### src/rtl/rob_commit.sv
// rtl/rob_commit.sv - reorder buffer with in-order commit; optional ROB_CDB_BYPASS_EN forwards CDB to queries
module rob_commit #(
    parameter int DEPTH  = 8,
    parameter int TAG_W  = 3,
    parameter int DATA_W = 16,
    parameter int AW     = 8
) (
    input  logic              clk1,
    input  logic              rst_n,
    input  logic              alloc_valid,
    input  logic [3:0]        alloc_func,
    input  logic [3:0]        alloc_rd,
    input  logic [AW-1:0]     alloc_addr,
    output logic              alloc_ready,
    output logic [TAG_W-1:0]  alloc_tag,
    input  logic              cdb_valid,
    input  logic [TAG_W-1:0]  cdb_tag,
    input  logic [DATA_W-1:0] cdb_value,
    input  logic [TAG_W-1:0]  q1_tag,
    input  logic [TAG_W-1:0]  q2_tag,
    output logic              q1_ready,
    output logic              q2_ready,
    output logic [DATA_W-1:0] q1_value,
    output logic [DATA_W-1:0] q2_value,
    output logic              commit_valid,
    output logic [TAG_W-1:0]  commit_tag,
    output logic [3:0]        commit_func,
    output logic [3:0]        commit_rd,
    output logic [DATA_W-1:0] commit_value,
    output logic              reg_we,
    output logic              mem_we,
    output logic [AW-1:0]     mem_addr,
    output logic              flush,
    output logic [3:0]        flush_pc,
    output logic [TAG_W:0]    count
);

    logic [DEPTH-1:0]  busy;
    logic [DEPTH-1:0]  rdy;
    logic [3:0]        func_q  [DEPTH];
    logic [3:0]        rd_q    [DEPTH];
    logic [AW-1:0]     addr_q  [DEPTH];
    logic [DATA_W-1:0] value_q [DEPTH];
    logic [TAG_W-1:0]  head;
    logic [TAG_W-1:0]  tail;

    logic       alloc_fire;
    logic       cdb_write;
    logic       commit_fire;
    logic       flush_fire;
    logic [3:0] head_func;

    assign alloc_ready = (count < (TAG_W + 1)'(DEPTH));
    assign alloc_tag   = tail;
    assign alloc_fire  = alloc_valid && alloc_ready;
    // a broadcast only lands on an entry that is still waiting for its result
    assign cdb_write   = cdb_valid && busy[cdb_tag] && !rdy[cdb_tag];
    assign commit_fire = busy[head] && rdy[head];
    assign head_func   = func_q[head];
    assign flush_fire  = commit_fire && ((head_func == 4'd6) || (head_func == 4'd7))
                         && value_q[head][0];

    // entry state, pointers and occupancy; a mispredict commit wipes everything
    always_ff @(posedge clk1) begin
        if (!rst_n || flush_fire) begin
            head  <= '0;
            tail  <= '0;
            count <= '0;
            busy  <= '0;
            rdy   <= '0;
        end else begin
            if (alloc_fire) begin
                busy[tail]   <= 1'b1;
                rdy[tail]    <= 1'b0;
                func_q[tail] <= alloc_func;
                rd_q[tail]   <= alloc_rd;
                addr_q[tail] <= alloc_addr;
                tail         <= tail + TAG_W'(1);
            end
            if (cdb_write) begin
                rdy[cdb_tag]     <= 1'b1;
                value_q[cdb_tag] <= cdb_value;
            end
            if (commit_fire) begin
                busy[head] <= 1'b0;
                rdy[head]  <= 1'b0;
                head       <= head + TAG_W'(1);
            end
            count <= count + (TAG_W + 1)'(alloc_fire) - (TAG_W + 1)'(commit_fire);
        end
    end

    // one-cycle retire outputs decoded from the head entry's opcode
    always_ff @(posedge clk1) begin
        if (!rst_n || !commit_fire) begin
            commit_valid <= 1'b0;
            commit_tag   <= '0;
            commit_func  <= '0;
            commit_rd    <= '0;
            commit_value <= '0;
            reg_we       <= 1'b0;
            mem_we       <= 1'b0;
            mem_addr     <= '0;
            flush        <= 1'b0;
            flush_pc     <= '0;
        end else begin
            commit_valid <= 1'b1;
            commit_tag   <= head;
            commit_func  <= head_func;
            commit_rd    <= rd_q[head];
            commit_value <= value_q[head];
            reg_we       <= (head_func <= 4'd4);
            mem_we       <= (head_func == 4'd5);
            mem_addr     <= (head_func == 4'd5) ? addr_q[head] : '0;
            flush        <= flush_fire;
            flush_pc     <= flush_fire ? addr_q[head][3:0] : 4'd0;
        end
    end

    // operand lookup for issue, optionally forwarding the live broadcast
    always_comb begin
        q1_ready = busy[q1_tag] && rdy[q1_tag];
        q1_value = value_q[q1_tag];
        q2_ready = busy[q2_tag] && rdy[q2_tag];
        q2_value = value_q[q2_tag];
`ifdef ROB_CDB_BYPASS_EN
        if (cdb_valid && (cdb_tag == q1_tag) && busy[q1_tag]) begin
            q1_ready = 1'b1;
            q1_value = cdb_value;
        end
        if (cdb_valid && (cdb_tag == q2_tag) && busy[q2_tag]) begin
            q2_ready = 1'b1;
            q2_value = cdb_value;
        end
`endif
    end

endmodule

### config.mk
export PLATFORM = sky130hd
export DESIGN_NAME = rob_commit
export DESIGN_NICKNAME = d
export VERILOG_FILES = /design/src/rtl/rob_commit.sv
export SDC_FILE = /design/constraint.sdc
export NUM_CORES = 1
export LEC_CHECK = 0
export CAP_MARGIN = 20
export CORE_MARGIN = 5
export CORE_UTILIZATION = 62
export CTS_CLUSTER_SIZE = 24
export DETAILED_ROUTE_END_ITERATION = 12
export PLACE_DENSITY_LB_ADDON = 0.12
export SLEW_MARGIN = 30
export SYNTH_ARGS = -nofsm -noshare
export SYNTH_HDL_FRONTEND = slang
export SYNTH_SLANG_ARGS = --single-unit
### constraint.sdc
create_clock -name clk1 -period 6.05 [get_ports clk1]
set_clock_uncertainty 0.05 [all_clocks]
set_input_delay 0.9075 -clock clk1 [delete_from_list [all_inputs] [get_ports clk1]]
set_output_delay 0.9075 -clock clk1 [all_outputs]
set_load 0.01 [all_outputs]
==> results of run 1 <==
[sequential cells by signal (all words and copies together), names as in the netlist, named ones only]
register and flops:
rdy 8, commit_valid 1, func_q 32, commit_rd 4, head 3, flush_pc 4
alloc_tag 3, reg_we 1, addr_q 64, count 4, busy 8, commit_func 4
value_q 128, commit_value 16, rd_q 32, mem_we 1, commit_tag 3, flush 1
mem_addr 8
[power groups by stage]
stage                     Sequential, mW  Combinational [mW]  Clock, mW
final                               2.50               0.359       2.06
after global placement              2.54               0.344          0
after CTS                           2.50               0.363       2.10
after detailed placement            2.54               0.358          0
after global routing                2.50               0.387       2.21
after floorplan                     2.53               0.204          0
[cells by family after synthesis]
| logic type | count (synthesis) |
|---|---|
| multiplexers | 204 |
| XOR/XNOR | 6 |
| flip-flops | 328 |
| buffers and inverters | 75 |
| adder cells (fa/ha/maj) | 7 |
| AND/OR/NAND/NOR | 153 |
| AO/OA/AOI/OAI | 49 |
[worst min-delay path, delay by kind of cell (launching register included)]
| family | cells | cell delay (ns) |
|---|---|---|
| buffers and inverters | 1 | 0.07 |
| AO/OA/AOI/OAI | 1 | 0.05 |
| flip-flops | 1 | 0.35 |
[routing by layer]
layer  up-vias  wire, um
li1       3592         -
met1      4347     12200
met2       353     17800
met3        61      2210
met4         0       765
met5         -         0
[layout by cell type (no fill, tap or decap), types with 3 or more instances in the layout]
master / instances
clkbuf_1: 9
inv_1: 17
nor3_2: 3
inv_6: 4
nor2_2: 4
o211ai_1: 4
clkdlybuf4s50_1: 127
mux2_2: 33
clkbuf_8: 5
clkinv_2: 7
clkinv_1: 3
dfxtp_1: 69
a21oi_1: 17
nor2_1: 66
a31oi_1: 3
nor2b_1: 5
a211oi_1: 6
nor4_1: 8
mux4_2: 127
xnor2_1: 3
o21ai_0: 7
nand3_1: 13
clkbuf_16: 35
buf_4: 30
nand2_1: 25
ha_1: 6
mux2i_1: 42
nor3_1: 14
xor2_1: 3
edfxtp_1: 256
[worst paths after layout]
path	startpoint	endpoint	slack, ns
worst max-delay path	q2_tag[0]	q2_value[11]	1.85
worst min-delay path	busy[2]$_SDFF_PP0_	busy[2]$_SDFF_PP0_	0.48
worst max register to register	flip-flop	value_q[2][8]$_DFFE_PP_	2.14
worst min register to register	busy[2]$_SDFF_PP0_	busy[2]$_SDFF_PP0_	0.48
[cell type report]
cell class	count	area share, %
flip-flops and latches	328	53.5
clock buffers	49	5.73
repair buffers	158	8.79
well taps	285	2.09
inverters	18	0.395
clock inverters	15	0.805
multi-input cells	419	28.7
[through the flow]
stage               setup slack (ns)  util (%)  instances  area (um^2)
finish                          1.85      75.3       1272        17100
global route                    1.68      75.3       1272        17100
CTS                             1.68      75.2       1272        17100
detailed placement              1.68      70.3       1208        16000
global placement                1.76      70.3       1208        16000
floorplan                       2.20         -        822        14400
==> impl_metrics.env, run 1 <==
export IMPL_die_w_um=162
export IMPL_cts_tree="built"
export IMPL_crit_type="in -> out"
export IMPL_period_share_pct=69.5
export IMPL_p_seq_share_pct=50.8
export IMPL_setup_viol=0
export IMPL_drtIter0Drc=712
export IMPL_whs_path_depth=2
export IMPL_end_kind="output port"
export IMPL_worstSkewPairLatency_ns=0.51
export IMPL_max_cap_violations=0
export IMPL_crit_path_top_delay_cell="buf_2"
export IMPL_postCtsSetupRepairBufs=0
export IMPL_power_frac_clock_pct=41.9
export IMPL_grt_max_degree=40
export IMPL_wl_per_cell_um=25.9
export IMPL_grt_use_met2_pct=45.8
export IMPL_dp_hpwl_mm=20.2
export IMPL_synth_compound_area_share_pct=2.24
export IMPL_synth_cells=822
export IMPL_internal_power_mw=3.87
export IMPL_busiest_layer="met2"
export IMPL_maxSlewHeadroom_pct=44.0
export IMPL_synthSimpleGateAreaFrac_pct=4.91
export IMPL_cp_max_fo=24
export IMPL_synth_top_area_share_pct=53.5
export IMPL_power_switching_mw=1.05
export IMPL_cts_made_buffers=35
export IMPL_r2r_cells=8
export IMPL_synth_adder_area_share_pct=0.662
export IMPL_via_per_inst=6.57
export IMPL_yosys_top_cells_count="edfxtp_1 (256), mux4_2 (127), dfxtp_1 (72), nor2_1 (70), mux2i_1 (42)"
export IMPL_min_period_ns=4.20
export IMPL_syn_avg_cell_area_um2=17.5
export IMPL_ctsResizeCount=0
export IMPL_grt_total_usage_pct=25.5
export IMPL_syn_nets=874
export IMPL_hp_class="reg -> reg"
export IMPL_ys_top_cells_by_area="edfxtp_1 (54%), mux4_2 (20%), dfxtp_1 (10%)"
export IMPL_syn_area_um2=14400
export IMPL_synth_area_mux_share_pct=25.8
export IMPL_antenna_found_initial=0
export IMPL_synth_edf_count=256
export IMPL_tightest_slew_ns=0.837
export IMPL_cts_hold_buf=0
export IMPL_setup_tns_ns=0
export IMPL_met1_usage_pct=32.5
export IMPL_power_density_nw_per_um2=288
export IMPL_vias=8353
export IMPL_rsz0062_at_grt="no"
export IMPL_grt_pass1_wl_mm=51.1
export IMPL_dr_pass1_iters=5
export IMPL_cp_required_ns=5.09
export IMPL_antenna_left=0
export IMPL_multi_input_area_um2=4910
export IMPL_antennaDiodeCount=0
export IMPL_htree_levels=2
export IMPL_yosysMostFrequentCell="edfxtp_1"
export IMPL_io_pins=130
export IMPL_register_area_um2=9140
export IMPL_layout_drive_gt1_share_pct=26.2
export IMPL_rows=55
export IMPL_totalPowerFinal_mw=4.92
export IMPL_syn_to_final_growth_pct=19.0
export IMPL_hold_violations=0
export IMPL_coreArea_um2=22700
export IMPL_ys_warn_count=0
export IMPL_wl_mm=32.9
export IMPL_die_area_um2=26300
export IMPL_globalplace_congestion=0.869
export IMPL_cpPeakStageDelay_ns=0.57
export IMPL_synth_distinct_cells=48
export IMPL_fillers=1325
export IMPL_peakVddDrop_v=0.000266
export IMPL_slew_viol_final=0
export IMPL_dieHeight_um=162
export IMPL_grt_ovfl_total=0
export IMPL_switching_share_pct=21.3
export IMPL_power_frac_comb_pct=7.3
export IMPL_yosys_most_used_dff="edfxtp_1"
export IMPL_yosys_register_bits=328
export IMPL_grt_pass1_vias=8809
export IMPL_holdWs_ns=0.478
export IMPL_cts_clk_slew_worst_paths_ns=0.06
export IMPL_crit_arrival_ns=3.24
export IMPL_async_flop_share_pct=0
export IMPL_crit_path_cell_trace="buf_2 -> buf_4 -> mux4_2 -> mux2_2 -> clkdlybuf4s50_1"
export IMPL_globalRouteMet3Util_pct=4.09
export IMPL_cp_top_family="buffers and inverters"
export IMPL_fmax_ghz=0.238
export IMPL_cp_start_kind="input pin"
export IMPL_worst_path_buf_inv=3
export IMPL_cp_depth=5
export IMPL_clk_path_buf_depth=3
export IMPL_synth_top_family_by_area="multiplexers"
export IMPL_root_buffer="clkbuf_16"
export IMPL_p_leak_nw=5.44
export IMPL_yosys_area_share_xor_xnor_pct=0.366
export IMPL_placement_io_buffers=129
export IMPL_cts_sinks=328
export IMPL_outcome="finished clean"
export IMPL_route_detailed_drc=0
export IMPL_initial_core_util_pct=63.2
export IMPL_synth_top_area_cell="edfxtp_1"
export IMPL_nets=1012
export IMPL_ys_seq_area_share_pct=63.6
Note: power is estimated with default switching activity, not from simulation.
==> run 2: changes to the inputs <==
Settings changed: CORE_UTILIZATION 62 to 52.
Clock period 6.05 ns to 3.4 ns, I/O delays scaled along.
==> impl_metrics.env, run 2 (same netlist as run 1, synthesis figures left out) <==
export IMPL_outcome="finished clean"
export IMPL_wl_mm=33.0
export IMPL_cts_hold_buf=0
export IMPL_crit_arrival_ns=3.41
export IMPL_power_frac_clock_pct=42.7
export IMPL_rows=60
export IMPL_final_cell_mix="edfxtp_1 (256), mux4_2 (127), clkdlybuf4s50_1 (127)"
export IMPL_worstSkewPairLatency_ns=0.52
export IMPL_crit_path_end="count[2]$_SDFF_PP0_"
export IMPL_p_leak_nw=5.60
export IMPL_die_w_um=176
export IMPL_root_buffer="clkbuf_16"
export IMPL_setup_viol=0
export IMPL_grt_max_degree=43
export IMPL_wl_per_cell_um=24.0
export IMPL_rsz0062_at_grt="no"
export IMPL_coreArea_um2=27100
export IMPL_r2r_cells=12
export IMPL_power_switching_mw=1.89
export IMPL_cts_clk_slew_worst_paths_ns=0.07
export IMPL_initial_core_util_pct=53.0
export IMPL_cp_start_kind="flip-flop"
export IMPL_grt_pass1_wl_mm=51.7
export IMPL_io_pins=130
export IMPL_antenna_found_initial=0
export IMPL_crit_top_cell="inv_1"
export IMPL_pre_cts_ws_ns=0.362
export IMPL_setup_tns_ns=0
export IMPL_tightest_slew_ns=0.556
export IMPL_fmax_ghz=0.327
export IMPL_cpPeakStageDelay_ns=0.58
export IMPL_crit_type="reg -> reg"
export IMPL_syn_to_final_growth_pct=21.9
export IMPL_postCtsSetupRepairBufs=0
export IMPL_cts_tree="built"
export IMPL_switching_share_pct=21.3
export IMPL_hp_class="reg -> reg"
export IMPL_cts_sinks=328
export IMPL_register_area_um2=9140
export IMPL_final_common_cell="edfxtp_1"
export IMPL_dp_hpwl_mm=21.5
export IMPL_route_detailed_drc=0
export IMPL_r2r_start="head[0]$_SDFFE_PP0N_"
export IMPL_startpoint="head[0]$_SDFFE_PP0N_"
export IMPL_cp_max_fo=16
export IMPL_maxSlewHeadroom_pct=63.0
export IMPL_cts_made_buffers=35
export IMPL_crit_path_cell_trace="buf_4 -> mux2i_1 -> a211o_1 -> a31o_2 -> inv_1 -> ha_1 -> inv_1 -> ha_1 -> inv_1 -> fa_1 -> xor2_1 -> nor2_1"
export IMPL_regMostFlops="value_q"
export IMPL_power_frac_comb_pct=7.4
export IMPL_nets=1031
export IMPL_slew_viol_final=0
export IMPL_worst_r2r_setup_slack_ns=0.34
export IMPL_grt_pass1_vias=8715
export IMPL_regToRegEndpoint="count[2]$_SDFF_PP0_"
export IMPL_grt_total_usage_pct=21.7
export IMPL_ctsResizeCount=0
export IMPL_internal_power_mw=6.99
export IMPL_max_cap_violations=0
export IMPL_crit_path_top_delay_cell="dfxtp_1"
export IMPL_via_per_inst=5.96
export IMPL_dieHeight_um=176
export IMPL_min_period_ns=3.06
export IMPL_antenna_left=0
export IMPL_drtIter0Drc=661
export IMPL_reg_top3="value_q (128), addr_q (64)"
export IMPL_dr_pass1_iters=5
export IMPL_hold_violations=0
export IMPL_layout_drive_gt1_share_pct=28.0
export IMPL_final_area_um2=17500
export IMPL_htree_levels=2
export IMPL_utilization_pct=64.6
export IMPL_grt_ovfl_total=0
export IMPL_period_share_pct=90.0
export IMPL_multi_input_area_um2=4920
export IMPL_power_density_nw_per_um2=507
export IMPL_clk_path_buf_depth=3
export IMPL_fillers=1886
export IMPL_vias=8216
export IMPL_antennaDiodeCount=0
export IMPL_peakVddDrop_v=0.000558
export IMPL_end_kind="flip-flop"
export IMPL_placement_io_buffers=129
export IMPL_largest_register_ffs=128
export IMPL_dpl_cell_area_um2=16300
export IMPL_globalplace_congestion=0.891
export IMPL_setup_slack_ns=0.341
export IMPL_cp_required_ns=3.75
export IMPL_p_seq_share_pct=49.9
export IMPL_die_area_um2=31000
## run 2: worst max-delay path: cells and delay by family (launching register included)
family / cells / cell delay, ns
and+or+nand+nor: 1 / 0.05
buffers and inverters: 4 / 0.54
AOI/OAI and AO/OA: 2 / 0.49
adders and majority gates: 3 / 0.83
DFF: 1 / 0.58
muxes: 1 / 0.26
xor gates and xnor gates: 1 / 0.14
## run 2: per-stage QoR
stage          instances  power [mW]  hold WS [ns]
2_1_floorplan        822        4.87         0.402
3_3_place_gp        1314        5.16         0.449
3_5_place_dp        1314        5.19         0.449
4_1_cts             1378        8.96         0.460
5_1_grt             1378        9.20         0.502
6_report            1378        8.88         0.462
## run 2: layout make-up
| type | instances | area share, % |
|---|---|---|
| flip-flops and latches | 328 | 52.2 |
| multi-input cells | 419 | 28.1 |
| repair buffers | 177 | 10.0 |
| clock buffers | 50 | 5.84 |
| well taps | 372 | 2.66 |
| clock inverters | 14 | 0.829 |
| inverters | 18 | 0.386 |
## run 2: per-layer routing
metal	part of all wire, %	vias up	global-route usage (%)
met5	0	-	0
met4	2.3	0	5.88
met3	6.3	60	3.60
met2	51	282	37.5
met1	40	4232	29.0
li1	-	3642	-
## run 2: power by group through the flow
stage          logic (mW)  clock network [mW]  registers [mW]
6_report            0.659                3.79            4.44
5_1_grt             0.712                4.05            4.44
4_1_cts             0.670                3.86            4.44
3_5_place_dp        0.666                   0            4.52
3_3_place_gp        0.647                   0            4.52
2_1_floorplan       0.364                   0            4.51
## run 2: worst min-delay path by stage
stage / slack [ns] / start / to / cells after the start
5_1_grt: 0.50 / rdy[1]$_SDFF_PP0_ / rdy[1]$_SDFF_PP0_ / 2
4_1_cts: 0.46 / busy[2]$_SDFF_PP0_ / busy[2]$_SDFF_PP0_ / 2
2_1_floorplan: 0.40 / busy[2]$_SDFF_PP0_ / busy[2]$_SDFF_PP0_ / 2
3_5_place_dp: 0.45 / busy[2]$_SDFF_PP0_ / busy[2]$_SDFF_PP0_ / 2
3_3_place_gp: 0.45 / busy[2]$_SDFF_PP0_ / busy[2]$_SDFF_PP0_ / 2
6_report: 0.46 / busy[2]$_SDFF_PP0_ / busy[2]$_SDFF_PP0_ / 2
==> run 3: changes to the inputs <==
Settings changed: CAP_MARGIN 20 to 30.
==> results of run 3 <==
Same layout as run 2: the final DEF is identical, and so are final timing and power.
